## config.mk

```make
export PLATFORM = sky130hd
export DESIGN_NAME = rr_stream_multiplexer_flat
export DESIGN_NICKNAME = d
export VERILOG_FILES = /design/src/rtl/rr_stream_multiplexer_if.sv /design/src/rtl/rr_stream_multiplexer.sv /design/src/flat_wrapper.sv
export SDC_FILE = /design/constraint.sdc
export NUM_CORES = 1
export LEC_CHECK = 0
export ABC_AREA = 1
export CELL_PAD_IN_SITES_DETAIL_PLACEMENT = 1
export CELL_PAD_IN_SITES_GLOBAL_PLACEMENT = 2
export CORE_ASPECT_RATIO = 1.25
export CORE_UTILIZATION = 22
export CTS_CLUSTER_SIZE = 25
export DETAILED_ROUTE_END_ITERATION = 10
export PLACE_DENSITY = 0.8
export SYNTH_ARGS = -nofsm -noshare
export SYNTH_HDL_FRONTEND = slang
export SYNTH_SLANG_ARGS = --single-unit
```

## constraint.sdc

```tcl
create_clock -name clk -period 2.95 [get_ports clk]
set_input_delay 0.295 -clock clk [delete_from_list [all_inputs] [get_ports clk]]
set_output_delay 0.295 -clock clk [all_outputs]
set_load 0.05 [all_outputs]
```

## src/rtl/rr_stream_multiplexer_if.sv

```systemverilog
// Stream bundle for the round-robin multiplexer.
// Packet-lock signals exist only when MUX_PACKET_LOCK_EN is defined.
interface rr_stream_multiplexer_if #(
   parameter int WIDTH    = 8,
   parameter int CHANNELS = 4,
   parameter int SEL_W    = $clog2(CHANNELS)
);
   logic [CHANNELS-1:0]       in_valid;
   logic [CHANNELS*WIDTH-1:0] in_data;
   logic [CHANNELS-1:0]       in_ready;
   logic                      out_valid;
   logic [WIDTH-1:0]          out_data;
   logic [SEL_W-1:0]          out_sel;
   logic                      out_ready;
`ifdef MUX_PACKET_LOCK_EN
   logic [CHANNELS-1:0]       in_last;
   logic                      out_last;

   modport slave (
      input  in_valid, in_data, in_last, out_ready,
      output in_ready, out_valid, out_data, out_sel, out_last
   );
   modport master (
      output in_valid, in_data, in_last, out_ready,
      input  in_ready, out_valid, out_data, out_sel, out_last
   );
`else
   modport slave (
      input  in_valid, in_data, out_ready,
      output in_ready, out_valid, out_data, out_sel
   );
   modport master (
      output in_valid, in_data, out_ready,
      input  in_ready, out_valid, out_data, out_sel
   );
`endif
endinterface

```

## src/rtl/rr_stream_multiplexer.sv

```systemverilog
// Round-robin N:1 valid/ready stream mux with one registered output stage.
// Define MUX_PACKET_LOCK_EN to hold the grant until a packet's last beat.
module rr_stream_multiplexer #(
   parameter int WIDTH    = 8,
   parameter int CHANNELS = 4
) (
   input logic                    clk,
   input logic                    rst_n,
   rr_stream_multiplexer_if.slave bus
);
   localparam int SEL_W = $clog2(CHANNELS);
   localparam logic [SEL_W-1:0] LAST_IDX = SEL_W'(CHANNELS - 1);

   logic [SEL_W-1:0]    ptr_q;
   logic [SEL_W-1:0]    grant;
   logic [SEL_W-1:0]    idx;
   logic                grant_vld;
   logic [CHANNELS-1:0] req;
   logic                load;
   logic                accept;
   logic                adv;

   logic                out_valid_q;
   logic [WIDTH-1:0]    out_data_q;
   logic [SEL_W-1:0]    out_sel_q;

   function automatic logic [SEL_W-1:0] wrap_inc(
      input logic [SEL_W-1:0] i
   );
      return (i == LAST_IDX) ? '0 : i + 1'b1;
   endfunction

   assign load   = !out_valid_q || bus.out_ready;
   assign accept = grant_vld && load;

`ifdef MUX_PACKET_LOCK_EN
   typedef enum logic {
      S_OPEN,
      S_LOCKED
   } lock_t;

   lock_t            state_q;
   lock_t            state_d;
   logic [SEL_W-1:0] owner_q;
   logic [SEL_W-1:0] owner_d;
   logic             out_last_q;
   logic             grant_last;

   assign grant_last = bus.in_last[grant];

   // While locked only the owner may request; others stay invisible.
   always_comb begin
      req = bus.in_valid;
      if (state_q == S_LOCKED) begin
         req = bus.in_valid & (CHANNELS'(1) << owner_q);
      end
   end

   always_comb begin
      state_d = state_q;
      owner_d = owner_q;
      unique case (state_q)
         S_OPEN: begin
            if (accept && !grant_last) begin
               state_d = S_LOCKED;
               owner_d = grant;
            end
         end
         S_LOCKED: begin
            if (accept && grant_last) begin
               state_d = S_OPEN;
            end
         end
         default: state_d = S_OPEN;
      endcase
   end

   always_ff @(posedge clk or negedge rst_n) begin
      if (!rst_n) begin
         state_q <= S_OPEN;
         owner_q <= '0;
      end else begin
         state_q <= state_d;
         owner_q <= owner_d;
      end
   end

   assign adv = accept && grant_last;

   always_ff @(posedge clk or negedge rst_n) begin
      if (!rst_n) begin
         out_last_q <= 1'b0;
      end else if (accept) begin
         out_last_q <= grant_last;
      end
   end

   assign bus.out_last = out_last_q;
`else
   assign req = bus.in_valid;
   assign adv = accept;
`endif

   // Search ptr, ptr+1, ... wrapping modulo CHANNELS.
   always_comb begin
      grant     = '0;
      grant_vld = 1'b0;
      idx       = ptr_q;
      for (int i = 0; i < CHANNELS; i++) begin
         if (!grant_vld && req[idx]) begin
            grant     = idx;
            grant_vld = 1'b1;
         end
         idx = wrap_inc(idx);
      end
   end

   // Gated by rst_n so ready reads low throughout reset.
   always_comb begin
      bus.in_ready = '0;
      if (rst_n && accept) begin
         bus.in_ready = CHANNELS'(1) << grant;
      end
   end

   always_ff @(posedge clk or negedge rst_n) begin
      if (!rst_n) begin
         ptr_q <= '0;
      end else if (adv) begin
         ptr_q <= wrap_inc(grant);
      end
   end

   always_ff @(posedge clk or negedge rst_n) begin
      if (!rst_n) begin
         out_valid_q <= 1'b0;
         out_data_q  <= '0;
         out_sel_q   <= '0;
      end else if (accept) begin
         out_valid_q <= 1'b1;
         out_data_q  <= bus.in_data[int'(grant)*WIDTH +: WIDTH];
         out_sel_q   <= grant;
      end else if (bus.out_ready) begin
         out_valid_q <= 1'b0;
      end
   end

   assign bus.out_valid = out_valid_q;
   assign bus.out_data  = out_data_q;
   assign bus.out_sel   = out_sel_q;

endmodule

```

## src/flat_wrapper.sv

```systemverilog
// flat-port wrapper written by rule: the top's interface ports become plain ports
module rr_stream_multiplexer_flat 
#(
   parameter int WIDTH    = 8,
   parameter int CHANNELS = 4
)
  (clk, rst_n, bus_in_valid, bus_in_data, bus_out_ready, bus_in_ready, bus_out_valid, bus_out_data, bus_out_sel);
  rr_stream_multiplexer_if #(.WIDTH(WIDTH), .CHANNELS(CHANNELS)) bus_i ();
  input logic clk;
  input logic rst_n;
  input wire logic [$bits(bus_i.in_valid)-1:0] bus_in_valid;
  input wire logic [$bits(bus_i.in_data)-1:0] bus_in_data;
  input wire logic [$bits(bus_i.out_ready)-1:0] bus_out_ready;
  output wire logic [$bits(bus_i.in_ready)-1:0] bus_in_ready;
  output wire logic [$bits(bus_i.out_valid)-1:0] bus_out_valid;
  output wire logic [$bits(bus_i.out_data)-1:0] bus_out_data;
  output wire logic [$bits(bus_i.out_sel)-1:0] bus_out_sel;
  assign bus_i.in_valid = bus_in_valid;
  assign bus_i.in_data = bus_in_data;
  assign bus_i.out_ready = bus_out_ready;
  assign bus_in_ready = bus_i.in_ready;
  assign bus_out_valid = bus_i.out_valid;
  assign bus_out_data = bus_i.out_data;
  assign bus_out_sel = bus_i.out_sel;
  rr_stream_multiplexer #(.WIDTH(WIDTH), .CHANNELS(CHANNELS)) u_core (.clk(clk), .rst_n(rst_n), .bus(bus_i));
endmodule
```

Word-level counts from Yosys, hierarchy flattened:

Index checks and enable logic that the tools add are counted.

* input port bits: 39
* register bits after elaboration: 13
* output and inout bits: 15
* logic and storage cells: 52

* magnitude comparators: 4
* shift-type cells: 2
* reduce and logical (&&, ||, !) cells: 11
* add/sub/neg operators: 4
* muxes and demuxes: 23
* eq/ne operators: 4

Operators with widths (number)
* $shiftx 32x6->8: 1
* $mux 2: 8
* $lt 2x3->1 const B: 4
* $mux 1: 10
* $add 2x1->2 const B: 4
* $bmux 1 s2: 4
* $eq 2x2->1 const B: 4
* $logic_and 1x1->1: 5
* $logic_not 1->1: 4
* $mux 4: 1
* $shl 1x2->4 const A: 1
* $reduce_bool 2->1: 1
* $logic_or 1x1->1: 1

Depth between registers and ports, before layout:

* depth in word-level cells: 15
* gate-level depth with buffers: 16

Worst setup path before layout:

Ideal clock, no wire load.

* path kind: reg-to-output
* start point: register u_core.ptr_q[0]
* end point: output port bus_in_ready[1]
* slack: 240 ps
* cell stages (with the launch flop): 15
* data arrival time: 2415 ps
* cell sequence: dfrtp_1 ha_1 inv_2 o21ai_2 nand2_1 nand2_1 nand2_1 nand3_2 clkinv_2 nand2_4 nand2_4 buf_6 ha_1 inv_1 nor2_1

* elaborated cells on any way between the ends: 35
* classes of those cells: add/sub (3); eq/ne (3); shift (1); mux (20); reduce/logical (8)

RTL lines
* start: declaration: RTL line rr_stream_multiplexer.sv:14 `logic [SEL_W-1:0] ptr_q;`
* start signal: assignment: RTL line rr_stream_multiplexer.sv:130 `ptr_q <= wrap_inc(grant);`
* parallel branches: the longest is 11 deep, another holds $add 2x1->2
* $mux 2 (*): RTL line rr_stream_multiplexer.sv:110 `if (!grant_vld && req[idx]) begin`
* net u_core.grant[0]: RTL line rr_stream_multiplexer.sv:15 `logic [SEL_W-1:0] grant;`
* $shl 1x2->4 (*): RTL line rr_stream_multiplexer.sv:122 `bus.in_ready = CHANNELS'(1) << grant;`
* $mux 4 (*): RTL line rr_stream_multiplexer.sv:121 `if (rst_n && accept) begin`
* end: declaration: RTL line flat_wrapper.sv:14 `output wire logic [$bits(bus_i.in_ready)-1:0] bus_in_ready;`

Mark *: on every way through the listed nets, which the timed path passes. The select of a mux whose other input is x is not followed.

Worst setup path after layout:

* start point: register u_core.ptr_q[1]
* end point: output port bus_in_ready[0]

* word-level cells in the longest chain between the ends: 15
* elaborated cells on any way between the ends: 35
* classes of those cells: add/sub (3); eq/ne (3); shift (1); mux (20); reduce/logical (8)

Ends and longest elaborated chain (RTL line)
* parallel branches: the longest is 14 deep, another holds $add 2x1->2
* $mux 4 (*): rr_stream_multiplexer.sv:121

Mark *: on every way between the ends. The select of a mux whose other input is x is not followed.

==> results.ini <==
[sta]
period_needed_ps = 2720
rsz0062_at_grt = no
finalHoldViolCount = 0
slew_viol_final = 0
maxSlewHeadroom = 0.654
setup_tns_ps = 0
holdWs_ps = 451
finalCritPeriodShare = 0.922
worst-slew-pin-transition_ps = 518
fmax_ghz = 0.368
fin_skew_ps = 5.99
setup_viol = 0

[finish]
final_net_count = 302
design_area_um2 = 2030
diodes = 0
multiInputGateArea_um2 = 821
area_growth_syn_to_layout_pct = 54.5
fillers = 727
drive_gt1_frac = 0.171
register_area_um2 = 325

[die]
coreArea_um2 = 5780
initial_core_util = 0.228
die_x_um = 71.2
dieArea_um2 = 6290
dieHeight_um = 88.4
io_pins = 54
rows = 31

[clock_network]
cts_tree = done
htree_levels = 1
cts_buffers = 3
clk_latency_ps = 240
path_clk_slew_ps = 60
cts-root-buf = clkbuf_8
cts_buffer_depth = 2
cts_hold_buffers = 0
ctsResizeCount = 0
cts_setup_buffers = 0
clock_sinks = 13

[setup_path]
critPathRequiredTime_ps = 2650
slowest_delay_ps = 430
cpMaxStageDelayCell = dfrtp_1
crit_top_cell = nand2_1
crit_type = reg2out
crit_path_cell_trace = ha_4 > inv_2 > o21ai_2 > nand2_1 > nand2_1 > nand2_1 > nand2_1 > nand3_2 > nand2_4 > nand2_4 > inv_1 > ha_1 > inv_1 > nor2_2 > buf_12
end_kind = primary output
cp_max_fo = 12
critPathLaunchType = flip-flop
arrival_ps = 2420

[route]
drt_pass1_iterations = 6
vias = 1375
drt-total-wl_mm = 3.62
drt_iter0_drc = 38
wl_per_cell_um = 11.2
route.detailed.drc = 0
via_per_inst = 4.26
antenna_left = 0

[synthesis]
syn_avg_cell_area_um2 = 6.61
syn_area_um2 = 1320
netlist_instances = 199
ys_types = 24
ys_seq_area_frac = 0.247
synth_fp_nets = 243
ys_ff_latch = 13
synth_warnings = 0

[global_route]
grt_pass1_vias = 1412
grt_pass1_wl_mm = 6.40
grt_use_total = 0.127
grt_antenna_before_repair = 0
grt_max_degree = 18
gr-total-overflow = 0

[run]
maxCapViolCount = 0

[outcome]
status = completed

[placed_design]
io_buffers = 53
place_congestion = 0.753
place_hpwl_mm = 3.09
placed_cell_area_um2 = 1970

[worst_hold_path]
holdCritPathClass = in2async

-- per-layer routing --
layer  up-vias  GRT usage  wire, µm
li1        722          -         -
met1       624      0.148      1520
met2        29      0.248      1930
met3         0     0.0251       163
met4         0     0.0109         0
met5         -          0         0
-- path summary, 6_finish.rpt --
kind	end	start	cells after the start	slack [ps]
min	u_core.ptr_q[1]	rst_n	2	450
min in group clk	u_core.bus.out_sel[0]	u_core.bus.out_sel[0]	2	500
min reg2reg	u_core.bus.out_sel[0]	u_core.bus.out_sel[0]	2	500
max	bus_in_ready[0]	u_core.ptr_q[1]	15	230
max reg2reg	u_core.bus.out_data[5]	u_core.ptr_q[1]	14	710
max in group asynchronous	u_core.bus.out_data[7]	rst_n	2	2340
-- final cells by class --
cell class,count,area share
Timing Repair Buffer,58,0.299
Sequential cell,13,0.160
Multi-Input combinational cell,143,0.404
Tap cell,66,0.0406
Clock buffer,4,0.0222
Inverter,39,0.0739
-- synthesized netlist by cell type --
| cell type | instances | area share |
|---|---|---|
| nand2_1 | 74 | 0.21 |
| inv_1 | 35 | 0.10 |
| nand3_1 | 25 | 0.095 |
| dfrtp_1 | 13 | 0.25 |
| nor2_1 | 7 | 0.020 |
| ha_1 | 5 | 0.048 |
| nand2_4 | 5 | 0.043 |
| nand3_2 | 5 | 0.038 |
| o211ai_2 | 5 | 0.048 |
| nand2_2 | 4 | 0.019 |
| buf_6 | 3 | 0.026 |
| or2_1 | 3 | 0.014 |
| inv_2 | 2 | 0.0057 |
| nor2_8 | 2 | 0.030 |
| o21ai_0 | 2 | 0.0076 |
| buf_2 | 1 | 0.0038 |
| clkinv_2 | 1 | 0.0038 |
| inv_4 | 1 | 0.0048 |
| nand3b_1 | 1 | 0.0057 |
| nor2_2 | 1 | 0.0048 |
| nor2_4 | 1 | 0.0086 |
| o21a_1 | 1 | 0.0057 |
| o21ai_1 | 1 | 0.0038 |
| o21ai_2 | 1 | 0.0067 |
-- stage by stage --
step	std cells	util	setup WS, ps
2_1_floorplan	199	-	240
3_3_place_gp	319	0.340	262
3_5_place_dp	319	0.340	276
4_1_cts	323	0.348	2.02
5_1_grt	323	0.352	4.91
6_report	323	0.352	230
-- cells in the final DEF (no fill, tap or decap), types with 5 or more instances in the layout --
cell type         n
nand2_1          74
clkdlybuf4s50_1  49
inv_1            35
nand3_1          25
dfrtp_1          13
nand3_2           5
nand2_4           5
o211ai_2          5
buf_4             5
-- flip-flops by register name, summed over array words and instances (netlist names) --
name                  cells
u_core.bus.out_sel        2
u_core.bus.out_data       8
u_core.bus.out_valid      1
u_core.ptr_q              2
-- worst max-delay path, delay by kind of cell (launching register included) --
family,cells,cell delay [ps]
buf+inv,4,410
compound gates,1,80
fa+ha+maj,2,500
flops,1,430
simple gates,8,790
-- cell families after synthesis --
family	after synthesis	synth area share
AO/OA/AOI/OAI	10	0.0714
adder cells (fa/ha/maj)	5	0.0476
AND/OR/NAND/NOR	128	0.490
flip-flops	13	0.247
buffers and inverters	43	0.144
Power is left out: the tool's default activity adds up to more than one toggle a clock period on the data nets, which glitch-free logic cannot reach.
